$ cat src/rtl/fifo_flow_ctrl.sv
// -----------------------------------------------------------------------------
// fifo_flow_ctrl
//   Synchronous FIFO with exact full/empty detection and watermark-based flow
//   control. It sits between an upstream producer that obeys `pause` and a
//   downstream arbiter that issues `pop`.
//
//   Pointers carry one extra wrap bit, so all DEPTH entries are usable and
//   occupancy is simply wr_ptr - rd_ptr. A two-state hysteresis machine
//   (RUN/PAUSED) drives pause/continua. Overflow and underflow are reported
//   as separate sticky flags.
//
// Ports
//   clk           rising-edge clock
//   reset         asynchronous, active-low reset
//   push/data_in  write request and write data
//   pop           read request
//   umbral_alto   high watermark: RUN -> PAUSED when count >= umbral_alto
//   umbral_bajo   low watermark:  PAUSED -> RUN when count <= umbral_bajo
//   clr_error     synchronous clear of overflow/underflow (a new event wins)
//   data_out      registered read data, held when no pop is accepted
//   valid_out     one-cycle strobe per accepted pop
//   count         occupancy 0..DEPTH
//   empty/full/almost_full/almost_empty   combinational status from count
//   pause/continua                        registered flow-control state
//   overflow/underflow/fifo_error         sticky error flags
// -----------------------------------------------------------------------------
module fifo_flow_ctrl #(
  parameter int BUS_SIZE   = 6,
  parameter int ADDR_WIDTH = 3
) (
  input  logic                  clk,
  input  logic                  reset,
  input  logic                  push,
  input  logic                  pop,
  input  logic [BUS_SIZE-1:0]   data_in,
  input  logic [ADDR_WIDTH:0]   umbral_alto,
  input  logic [ADDR_WIDTH:0]   umbral_bajo,
  input  logic                  clr_error,
  output logic [BUS_SIZE-1:0]   data_out,
  output logic                  valid_out,
  output logic [ADDR_WIDTH:0]   count,
  output logic                  empty,
  output logic                  full,
  output logic                  almost_full,
  output logic                  almost_empty,
  output logic                  pause,
  output logic                  continua,
  output logic                  overflow,
  output logic                  underflow,
  output logic                  fifo_error
);

  localparam int                DEPTH     = 1 << ADDR_WIDTH;
  localparam logic [ADDR_WIDTH:0] DEPTH_CNT = (ADDR_WIDTH + 1)'(DEPTH);

  typedef enum logic {
    RUN    = 1'b0,
    PAUSED = 1'b1
  } fc_state_t;

  logic [BUS_SIZE-1:0] mem [DEPTH];
  logic [ADDR_WIDTH:0] wr_ptr;
  logic [ADDR_WIDTH:0] rd_ptr;
  logic                pop_acc;
  logic                push_acc;
  logic                overflow_evt;
  logic                underflow_evt;
  fc_state_t           state_q;
  fc_state_t           state_d;

  // Occupancy and status, combinational from the registered pointers.
  assign count        = wr_ptr - rd_ptr;
  assign empty        = (count == '0);
  assign full         = (count == DEPTH_CNT);
  assign almost_full  = (count >= umbral_alto);
  assign almost_empty = (count <= umbral_bajo);

  // A pop on a full FIFO frees a slot in the same edge, so the push is taken too.
  // A pop on an empty FIFO is never accepted: there is no fall-through.
  assign pop_acc       = pop & ~empty;
  assign push_acc      = push & (~full | pop_acc);
  assign overflow_evt  = push & full & ~pop_acc;
  assign underflow_evt = pop & empty;

  // NOTE: the storage array has no reset; every entry is written before it can
  // be read, and leaving it out of reset lets it map onto plain RAM.
  always_ff @(posedge clk) begin
    if (push_acc) begin
      mem[wr_ptr[ADDR_WIDTH-1:0]] <= data_in;
    end
  end

  // NOTE: all registered state uses non-blocking assignments so every
  // always_ff block samples the pre-edge values of the others.
  always_ff @(posedge clk or negedge reset) begin
    if (!reset) begin
      wr_ptr    <= '0;
      rd_ptr    <= '0;
      data_out  <= '0;
      valid_out <= 1'b0;
    end else begin
      valid_out <= pop_acc;
      if (push_acc) begin
        wr_ptr <= wr_ptr + 1'b1;
      end
      if (pop_acc) begin
        rd_ptr   <= rd_ptr + 1'b1;
        data_out <= mem[rd_ptr[ADDR_WIDTH-1:0]];
      end
    end
  end

  // Sticky errors: setting takes priority over a simultaneous clear, so an
  // event in the clearing cycle is never lost.
  always_ff @(posedge clk or negedge reset) begin
    if (!reset) begin
      overflow  <= 1'b0;
      underflow <= 1'b0;
    end else begin
      if (overflow_evt) begin
        overflow <= 1'b1;
      end else if (clr_error) begin
        overflow <= 1'b0;
      end
      if (underflow_evt) begin
        underflow <= 1'b1;
      end else if (clr_error) begin
        underflow <= 1'b0;
      end
    end
  end

  assign fifo_error = overflow | underflow;

  // Flow-control hysteresis, evaluated on the current count. With
  // umbral_bajo >= umbral_alto both exits can be true and the state toggles
  // every cycle; that is accepted behaviour for such a configuration.
  always_ff @(posedge clk or negedge reset) begin
    if (!reset) begin
      state_q <= RUN;
    end else begin
      state_q <= state_d;
    end
  end

  // NOTE: state_d is defaulted before the case so no path leaves it
  // unassigned, which would otherwise infer a latch.
  always_comb begin
    state_d = state_q;
    case (state_q)
      RUN:     if (count >= umbral_alto) state_d = PAUSED;
      PAUSED:  if (count <= umbral_bajo) state_d = RUN;
      default: state_d = RUN;
    endcase
  end

  assign pause    = (state_q == PAUSED);
  assign continua = ~pause;

endmodule

$ cat config.mk
export PLATFORM = sky130hd
export DESIGN_NAME = fifo_flow_ctrl
export DESIGN_NICKNAME = d
export VERILOG_FILES = /design/src/rtl/fifo_flow_ctrl.sv
export SDC_FILE = /design/constraint.sdc
export NUM_CORES = 1
export LEC_CHECK = 0
export ABC_AREA = 1
export CORE_ASPECT_RATIO = 1.75
export CORE_UTILIZATION = 59
export CTS_CLUSTER_SIZE = 14
export DETAILED_ROUTE_END_ITERATION = 12
export GPL_ROUTABILITY_DRIVEN = 0
export PLACE_DENSITY = 0.84
export REMOVE_ABC_BUFFERS = 1
export SLEW_MARGIN = 20
export SYNTH_ARGS = -nofsm -noshare
export SYNTH_HDL_FRONTEND = slang
export SYNTH_SLANG_ARGS = --single-unit
export TNS_END_PERCENT = 20
$ cat constraint.sdc
create_clock -name clk -period 5.2 [get_ports clk]
set_input_delay 1.04 -clock clk [delete_from_list [all_inputs] [get_ports clk]]
set_output_delay 1.04 -clock clk [all_outputs]
set_load 0.05 [all_outputs]
# After elaboration in Yosys (flattened, before gate mapping)
# Memories as Yosys holds them, arrays and structs flattened. A register that Yosys moved wholly into a read port is not among the register bits.
# Cells that the tools add are included.
# classes
n_addsub,3
magnitude_cmp,2
n_eq_ne,1
muxes,8
bitwise,11
n_reduce_logical,4
# ops
cell,count
"adder 4 x 1 -> 4 bit, second input constant",2
2-to-1 mux 1 bit,7
AND 1 bit,5
"== test 4 bit, second input constant",1
greater-or-equal comparator 4 bit,1
<= comparator 4 bit,1
logical NOT 4 bit,1
inverter 1 bit,4
nonzero test 2 bit,2
subtractor 4 bit,1
OR 1 bit,2
case mux 1 bit (2 select lines),1
logical NOT 1 bit,1
# word_totals
register_bits,12
ram_bits,48
in_bits,19
output_inout_bits,20
wordCells,36
memories,1
# mem_list
name,depth,width,rd,rd_ports_with_merged_regs,wr,line,rtl
mem,8,6,1,1,1,61,logic [BUS_SIZE-1:0] mem [DEPTH];

# Logic depth before layout (Yosys ltp)
# Gate-level depths: netlist (run 1).
# depth
depth_word,8
depth_mapped,15
mapped_depth_nobuf,14

# Worst setup path after synthesis (run 1)
# Ideal clock, no wire load.
# synth_path
path_kind,register to output
from,reg rd_ptr[1]
to,out full
arrival_ns,2.757
required_time_ns,4.160
slack_ns,1.403
stages_incl_launch_ff,8
path_buffers,2
path_cell_list,dfrtp_1 > clkbuf_2 > clkinv_1 > buf_2 > fa_1 > nor3_4 > inv_1 > a21oi_1
# synth_between
elab_chain_len,2
# synth_rtl
element,line,rtl
"start, declared",63,logic [ADDR_WIDTH:0] rd_ptr;
"start signal, assigned",107,rd_ptr <= rd_ptr + 1'b1;
subtractor 4 bit,72,assign count = wr_ptr - rd_ptr;
via count[1],41,"output logic [ADDR_WIDTH:0] count,"
== test 4 bit,74,assign full = (count == DEPTH_CNT);
"end, declared",43,"output logic full,"
# The timed path passes the listed nets, and every way through them passes these cells.

# Worst setup path in the final report (run 1)
# layout_path
from,reg rd_ptr[2]
to,out almost_empty
# layout_between
elab_chain_len,2
# layout_rtl
element,line,rtl
subtractor 4 bit,72,
<= comparator 4 bit,76,assign almost_empty = (count <= umbral_bajo);
"end, declared",45,"output logic almost_empty,"
# No other way between the ends.

==> impl_metrics.json, run 1 <==
{
  "min_period_ps": 4430,
  "htreeDepth": 3,
  "grt_pass1_vias": 2168,
  "hold_violations": 0,
  "antenna_found_initial": 0,
  "slew_violations": 0,
  "synth.area.top_cells": "edfxtp_1 (46%), dfrtp_1 (15%), nand2_1 (10%)",
  "cp-start-kind": "register",
  "post_cts_buffers": 0,
  "grtUsageTotal": 0.250,
  "area_growth_pct": 20.6,
  "rr_startpoint": "rd_ptr[2]",
  "ys_ff_latch": 66,
  "post-route-util": 0.745,
  "fin_worst_skew_ps": 10.4,
  "seqCellArea_mm2": 0.00189,
  "yosysWarnings": 0,
  "synth_cells": 314,
  "grt_start_max_net_pins": 29,
  "synth.mux.area_fraction": 0,
  "overflow": 0,
  "drt-total-wl_um": 6410,
  "dieWidth_um": 56.8,
  "diodes": 0,
  "clk_pin_slew_ps": 80,
  "vias": 2326,
  "r2r.worst_path.cells": 9,
  "die_height_um": 97.9,
  "dr.pass1.iters": 4,
  "cap_viol_max_count": 0,
  "synth-adder-area-share": 0.0468,
  "hp-class": "register to register",
  "insertion_delay_ps": 340,
  "cts_root_buffer": "clkbuf_8",
  "synth_top_family_by_area": "simple AND/OR/NAND/NOR gates",
  "crit_path_end_kind": "output port",
  "min_path_cells": 2,
  "ant_nets": 0,
  "period_share": 0.852,
  "rsz0062_at_grt": "false",
  "synth_largest_area_cell": "edfxtp_1",
  "grt_pass1_wl_um": 10200,
  "synth_area_per_cell_um2": 9.87,
  "io_buffers": 38,
  "multiInputGateArea_mm2": 0.00104,
  "fin_setup_tns_ps": 0,
  "max_freq_mhz": 226,
  "fin_nets": 385,
  "route.detailed.drc": 0,
  "cts_max_path_buffers": 2,
  "cts_hold_buf": 0,
  "setup_violations": 0,
  "drive_gt1_frac": 0.0833,
  "start_util": 0.618,
  "path_class": "register to output port",
  "crit_path_max_fanout": 10,
  "synth_area_mm2": 0.00310,
  "yosysSeqAreaShare": 0.610,
  "cts_made_buffers": 9,
  "via_per_inst": 5.62,
  "placed_cells": 398,
  "ys_types": 28,
  "status": "completed",
  "cp-startpoint": "rd_ptr[2]",
  "rrSetupSlack_ps": 2390,
  "dr.first_iter.drc_count": 111,
  "synth_compound_area_frac": 0.0734,
  "num_rows": 34,
  "critPathCapture": "almost_empty",
  "dp.final_hpwl_um": 4600,
  "fill_cells": 354,
  "pin_count": 39,
  "rr_endpoint": "mem[6][5]",
  "worstPathRequired_ps": 4160,
  "core-area_mm2": 0.00502,
  "relSlewSlack": 0.441,
  "synthXorXnorAreaFrac": 0.0113,
  "yosys.area_share.simple": 0.203,
  "tritoncts": "yes",
  "die_area_mm2": 0.00556,
  "cts_sinks": 66,
  "wl_per_cell_um": 15.5,
  "instances_no_fill": 414,
  "worst_slew_pin_slew_ps": 836,
  "cp.arrival_ps": 3390,
  "ctsResizeCount": 0,
  "synth_top_area_share": 0.465
}
-- worst max-delay path: stages (launching register included) --
cell,delay [ps]
dfrtp_1,520
inv_1,190
ha_1,380
a21oi_1,230
nand2_1,90
nand2_2,110
nand2_1,100
ha_1,320
nand3_1,90
nand2_1,50
inv_1,50
nand2_1,70
nand2_1,60
clkdlybuf4s50_1,790
-- sequential cells by signal, indices dropped and copies added, names as in the netlist --
name       flops
data_out       6
mem           48
overflow       1
pause          1
rd_ptr         4
underflow      1
valid_out      1
wr_ptr         4
-- through the flow --
stage	hold WS (ps)	instance area, µm²	setup WS [ps]
after CTS	489	3740	763
after global routing	500	3740	521
after global placement	461	3510	1170
after floorplan	464	3050	1300
after detailed placement	471	3510	1120
final	482	3740	769
-- worst min path at each step --
| stage | from | slack (ps) | to |
|---|---|---|---|
| floorplan | wr_ptr[3] | 460 | wr_ptr[3] |
| global placement | data_out[0] | 460 | data_out[0] |
| detailed placement | data_out[4] | 470 | data_out[4] |
| CTS | data_out[4] | 490 | data_out[4] |
| global route | data_out[4] | 500 | data_out[4] |
| finish | data_out[4] | 480 | data_out[4] |
-- cells in the mapped netlist --
cell      count
clkbuf_2      1
clkbuf_1      4
a21oi_1       2
or2_2         1
nand3_2       4
nor2_1       39
nand2_2       3
nand4_1       2
o21ai_0      30
nand3_1      12
clkinv_1      1
xor2_1        3
o22ai_1       8
o21ai_1       2
o21bai_1      1
dfrtp_1      18
xnor2_1       1
ha_1         10
buf_1         1
inv_2         2
nand2_4       1
nor3_4        1
fa_1          1
buf_2         3
buf_6         1
edfxtp_1     48
nand2_1      85
inv_1        29
-- cell usage in the layout (no fill, tap or decap), types with 3 or more instances in the layout --
cell type        instances
clkbuf_8                 9
clkdlybuf4s50_1         38
clkinv_4                 3
dfrtp_1                 18
edfxtp_1                48
ha_1                    10
inv_1                   29
nand2_1                 85
nand2_2                  3
nand3_1                 12
nand3_2                  4
nor2_1                  39
o21ai_0                 30
o22ai_1                  8
xor2_1                   3
-- per-layer routing --
layer | GRT usage | vias up | part of all wire
li1 | - | 1125 | -
met1 | 0.280 | 1114 | 0.35
met2 | 0.459 | 74 | 0.59
met3 | 0.0371 | 13 | 0.045
met4 | 0.113 | 0 | 0.019
met5 | 0 | - | 0
-- logic make-up (layout without fill, tap and decap cells) --
| group | Yosys count | after routing |
|---|---|---|
| xor gates and xnor gates | 4 | 4 |
| and+or+nand+nor | 148 | 148 |
| buffers and inverters | 42 | 88 |
| DFF | 66 | 66 |
| adders and majority gates | 11 | 11 |
| AOI/OAI and AO/OA | 43 | 43 |
-- cell type report --
type | instances | area share
Clock buffer | 9 | 0.0331
Clock inverter | 7 | 0.0274
Inverter | 32 | 0.0321
Multi-Input combinational cell | 206 | 0.278
Sequential cell | 66 | 0.506
Tap cell | 54 | 0.0181
Timing Repair Buffer | 40 | 0.106
Power of run 1 is not shown: default switching activity piles up to over one toggle a cycle in this logic, so the estimate is an artifact.
==> run 2: changes to the inputs <==
--- a/config.mk
+++ b/config.mk
@@ -12,6 +12,7 @@
 export DETAILED_ROUTE_END_ITERATION = 12
 export GPL_ROUTABILITY_DRIVEN = 0
 export PLACE_DENSITY = 0.84
+export RECOVER_POWER = 25
 export REMOVE_ABC_BUFFERS = 1
 export SLEW_MARGIN = 20
 export SYNTH_ARGS = -nofsm -noshare
==> run 2 against run 1 <==
Final area stayed put. Via count barely moved. Setup slack worse by 5.0 ps. Routed wire length stayed put. Core utilization did not move. Die area unchanged. Hold slack about the same. Largest cell class unchanged.
==> impl_metrics.json, run 2 (synthesis gave the netlist of run 1 again) <==
{
  "min_period_ps": 4440,
  "cts_hold_buf": 0,
  "cp-start-kind": "register",
  "largest_register_ffs": 48,
  "hp-class": "register to register",
  "overflow": 0,
  "setup_violations": 0,
  "slew_violations": 0,
  "layout_common_cells": "nand2_1 (85), edfxtp_1 (48), nor2_1 (39), clkdlybuf4s50_1 (32), o21ai_0 (30)",
  "path_class": "register to output port",
  "rsz0062_at_grt": "false",
  "grt_pass1_vias": 2168,
  "hold_ws_ps": 482,
  "setup_slack_ps": 764,
  "area_growth_pct": 20.6,
  "r2r.worst_path.cells": 9,
  "insertion_delay_ps": 350,
  "fin_worst_skew_ps": 10.9,
  "place_ws_ps": 1120,
  "grtUsageTotal": 0.250,
  "ctsResizeCount": 0,
  "start_util": 0.618,
  "cts_root_buffer": "clkbuf_8",
  "dr.pass1.iters": 4,
  "crit_path_end_kind": "output port",
  "fin_nets": 385,
  "period_share": 0.853,
  "htreeDepth": 3,
  "cap_viol_max_count": 0,
  "dieWidth_um": 56.8,
  "vias": 2325,
  "diodes": 0,
  "dr.first_iter.drc_count": 111,
  "die_height_um": 97.9,
  "cts_max_path_buffers": 2,
  "die_area_mm2": 0.00556,
  "cp.arrival_ps": 3400,
  "wl_per_cell_um": 15.5,
  "dp.final_hpwl_um": 4600,
  "relSlewSlack": 0.441,
  "worstPathRequired_ps": 4160,
  "via_per_inst": 5.62,
  "status": "completed",
  "max_freq_mhz": 225,
  "worst_slew_pin_slew_ps": 836,
  "crit_path_max_fanout": 10,
  "core-area_mm2": 0.00502,
  "critPathCapture": "almost_empty",
  "hold_violations": 0,
  "route.detailed.drc": 0,
  "tritoncts": "yes",
  "num_rows": 34,
  "clk_pin_slew_ps": 80,
  "antenna_found_initial": 0,
  "drt-total-wl_um": 6410,
  "cp-startpoint": "rd_ptr[2]",
  "fin_setup_tns_ps": 0,
  "ant_nets": 0,
  "layout_commonest_cell": "nand2_1",
  "grt_start_max_net_pins": 29,
  "cts_sinks": 66,
  "drive_gt1_frac": 0.0833,
  "rr_endpoint": "mem[6][5]",
  "cts_made_buffers": 9,
  "io_buffers": 38,
  "grt_pass1_wl_um": 10200,
  "rr_startpoint": "rd_ptr[2]",
  "rrSetupSlack_ps": 2390,
  "post_cts_buffers": 0,
  "pin_count": 39
}
==> run 2: worst min-delay path by stage <==
stage	start	to	slack, ps	cells past startpoint
floorplan	wr_ptr[3]	wr_ptr[3]	460	2
global placement	data_out[0]	data_out[0]	460	2
detailed placement	data_out[4]	data_out[4]	470	2
CTS	data_out[4]	data_out[4]	490	2
global route	data_out[4]	data_out[4]	500	2
finish	data_out[4]	data_out[4]	480	2
==> run 2: cell type report <==
class,instances,area [µm²]
fillers,354,1280
clock buffers,9,124
clock inverters,7,103
flip-flops and latches,66,1890
repair buffers,40,395
inverters,32,120
well taps,54,67.6
multi-input cells,206,1040
==> run 2: critical path, stage by stage, from the launching register on <==
cell             delay (ps)
dfrtp_1                 520
inv_1                   190
ha_1                    380
a21oi_1                 230
nand2_1                  90
nand2_2                 110
nand2_1                 100
ha_1                    320
nand3_1                  90
nand2_1                  50
inv_1                    50
nand2_1                  70
nand2_1                  60
clkdlybuf4s50_1         790
==> run 2: per-stage QoR <==
step                cells   util  cell area (µm²)
finish                414  0.745             3740
global route          414  0.745             3740
CTS                   414  0.745             3740
detailed placement    398  0.700             3510
global placement      398  0.700             3510
floorplan             304      -             3050
==> run 2: per-layer routing <==
layer | vias up | GRT usage | wire length (µm)
met4 | 0 | 0.113 | 133
li1 | 1125 | - | -
met3 | 12 | 0.0371 | 276
met1 | 1114 | 0.280 | 2240
met2 | 74 | 0.459 | 3770
met5 | - | 0 | 0
Power of run 2 is left out for the same reason.
==> run 3: changes to the inputs <==
--- a/config.mk
+++ b/config.mk
@@ -7,11 +7,11 @@
 export LEC_CHECK = 0
 export ABC_AREA = 1
 export CORE_ASPECT_RATIO = 1.75
-export CORE_UTILIZATION = 59
+export CORE_UTILIZATION = 50
 export CTS_CLUSTER_SIZE = 14
 export DETAILED_ROUTE_END_ITERATION = 12
 export GPL_ROUTABILITY_DRIVEN = 0
-export PLACE_DENSITY = 0.84
+export PLACE_DENSITY = 0.76
 export RECOVER_POWER = 25
 export REMOVE_ABC_BUFFERS = 1
 export SLEW_MARGIN = 20
==> constraint.sdc (replaced) <==
create_clock -name clk -period 3.8 [get_ports clk]
set_input_delay 0.76 -clock clk [delete_from_list [all_inputs] [get_ports clk]]
set_output_delay 0.76 -clock clk [all_outputs]
set_load 0.05 [all_outputs]
==> run 3 against run 2 <==
Clock skew fell by 3.6 ps. Hold slack improved by 5.0 ps. Sequential share of layout area fell by 0.30 points. Clock-buffer cell count did not move. Sequential cell count did not move. First-iteration DRC count rose by 1.8%. Setup slack got worse by 400 ps. Register-to-register slack got worse by 1300 ps. Routed wire length fell by 1.4%. Final area rose by 0.67%.
==> impl_metrics.json, run 3 (synthesis gave the netlist of run 1 again) <==
{
  "worst_slew_pin_slew_ps": 867,
  "max_freq_mhz": 291,
  "wl_met1_um": 2400,
  "route.detailed.drc": 0,
  "cap_viol_max_count": 0,
  "start_util": 0.523,
  "wl_per_cell_um": 14.4,
  "rr_endpoint": "mem[7][5]",
  "dr_wl_met3_um": 219,
  "cts_made_buffers": 9,
  "hold_violations": 0,
  "fin_nets": 385,
  "cts_root_buffer": "clkbuf_8",
  "pin_count": 39,
  "core-area_mm2": 0.00593,
  "worstPathRequired_ps": 3040,
  "grt_pass1_wl_um": 10300,
  "area_growth_pct": 21.4,
  "rrSetupSlack_ps": 1050,
  "dieWidth_um": 61.5,
  "antenna_found_initial": 0,
  "crit_path_max_fanout": 10,
  "ctsResizeCount": 0,
  "cp-start-kind": "register",
  "grt_pass1_vias": 2251,
  "drt-total-wl_um": 6330,
  "layout_commonest_cell": "nand2_1",
  "relSlewSlack": 0.420,
  "cts_max_path_buffers": 2,
  "grt_start_max_net_pins": 29,
  "min_period_ps": 3440,
  "vias": 2217,
  "hp-class": "register to register",
  "num_rows": 37,
  "grtUsageTotal": 0.224,
  "diodes": 0,
  "path_class": "register to output port",
  "insertion_delay_ps": 330,
  "fin_worst_skew_ps": 7.30,
  "dr.first_iter.drc_count": 113,
  "overflow": 0,
  "drive_gt1_frac": 0.0944,
  "cp.arrival_ps": 2680,
  "fin_setup_tns_ps": 0,
  "htreeDepth": 3,
  "top_layer": "met4",
  "io_buffers": 38,
  "status": "completed",
  "via_per_inst": 5.06,
  "slew_violations": 0,
  "dp.final_hpwl_um": 4520,
  "rsz0062_at_grt": "false",
  "layout_common_cells": "nand2_1 (85), edfxtp_1 (48), nor2_1 (39), o21ai_0 (30), inv_1 (29)",
  "cp-startpoint": "rd_ptr[2]",
  "clk_pin_slew_ps": 70,
  "ant_nets": 0,
  "post_cts_buffers": 0,
  "period_share": 0.906,
  "die_area_mm2": 0.00653,
  "r2r.worst_path.cells": 11,
  "rr_startpoint": "wr_ptr[0]",
  "cts_sinks": 66,
  "setup_violations": 0,
  "tritoncts": "yes",
  "crit_path_end_kind": "output port",
  "die_height_um": 106,
  "dr.pass1.iters": 5,
  "cts_hold_buf": 0,
  "dr_wl_met2_um": 3570,
  "critPathCapture": "almost_empty",
  "largest_register_ffs": 48
}
## run 3: area by class of cell
type	instances	area (µm²)
timing repair buffer	40	423
clock buffer	9	124
fill	520	2160
multi-input combinational	206	1040
inverter	32	120
sequential	66	1890
clock inverter	7	68.8
tap	78	97.6
## run 3: per-layer routing
layer / GRT usage / up-vias
li1: - / 1122
met1: 0.266 / 1033
met2: 0.363 / 52
met3: 0.0438 / 10
met4: 0.130 / 0
met5: 0 / -
## run 3: critical path: stages, from the launching register on
cell	delay, ps
dfrtp_2	470
inv_1	200
ha_1	320
a21oi_1	220
nand2_1	90
nand2_2	110
nand2_1	120
ha_1	330
nand3_1	80
nand2_1	60
inv_1	30
nand2_1	70
nand2_1	90
buf_12	160
## run 3: how the worst min path moves through the flow
stage / startpoint / to / slack [ps] / depth (start not counted)
2_1_floorplan: reset / data_out[0] / 460 / 0
3_3_place_gp: data_out[2] / data_out[2] / 460 / 2
3_5_place_dp: data_out[3] / data_out[3] / 470 / 2
4_1_cts: data_out[3] / data_out[3] / 490 / 2
5_1_grt: data_out[3] / data_out[3] / 500 / 2
6_report: data_out[3] / data_out[3] / 490 / 2
## run 3: through the flow
step,cell area [µm²],setup WS (ps),hold WS (ps),cells,util
3_5_place_dp,3570,604,474,422,0.603
5_1_grt,3760,102,501,438,0.635
4_1_cts,3760,226,492,438,0.635
3_3_place_gp,3570,701,463,422,0.603
2_1_floorplan,3050,175,464,304,-
6_report,3760,359,487,438,0.635
Power of run 3 is left out for the same reason.
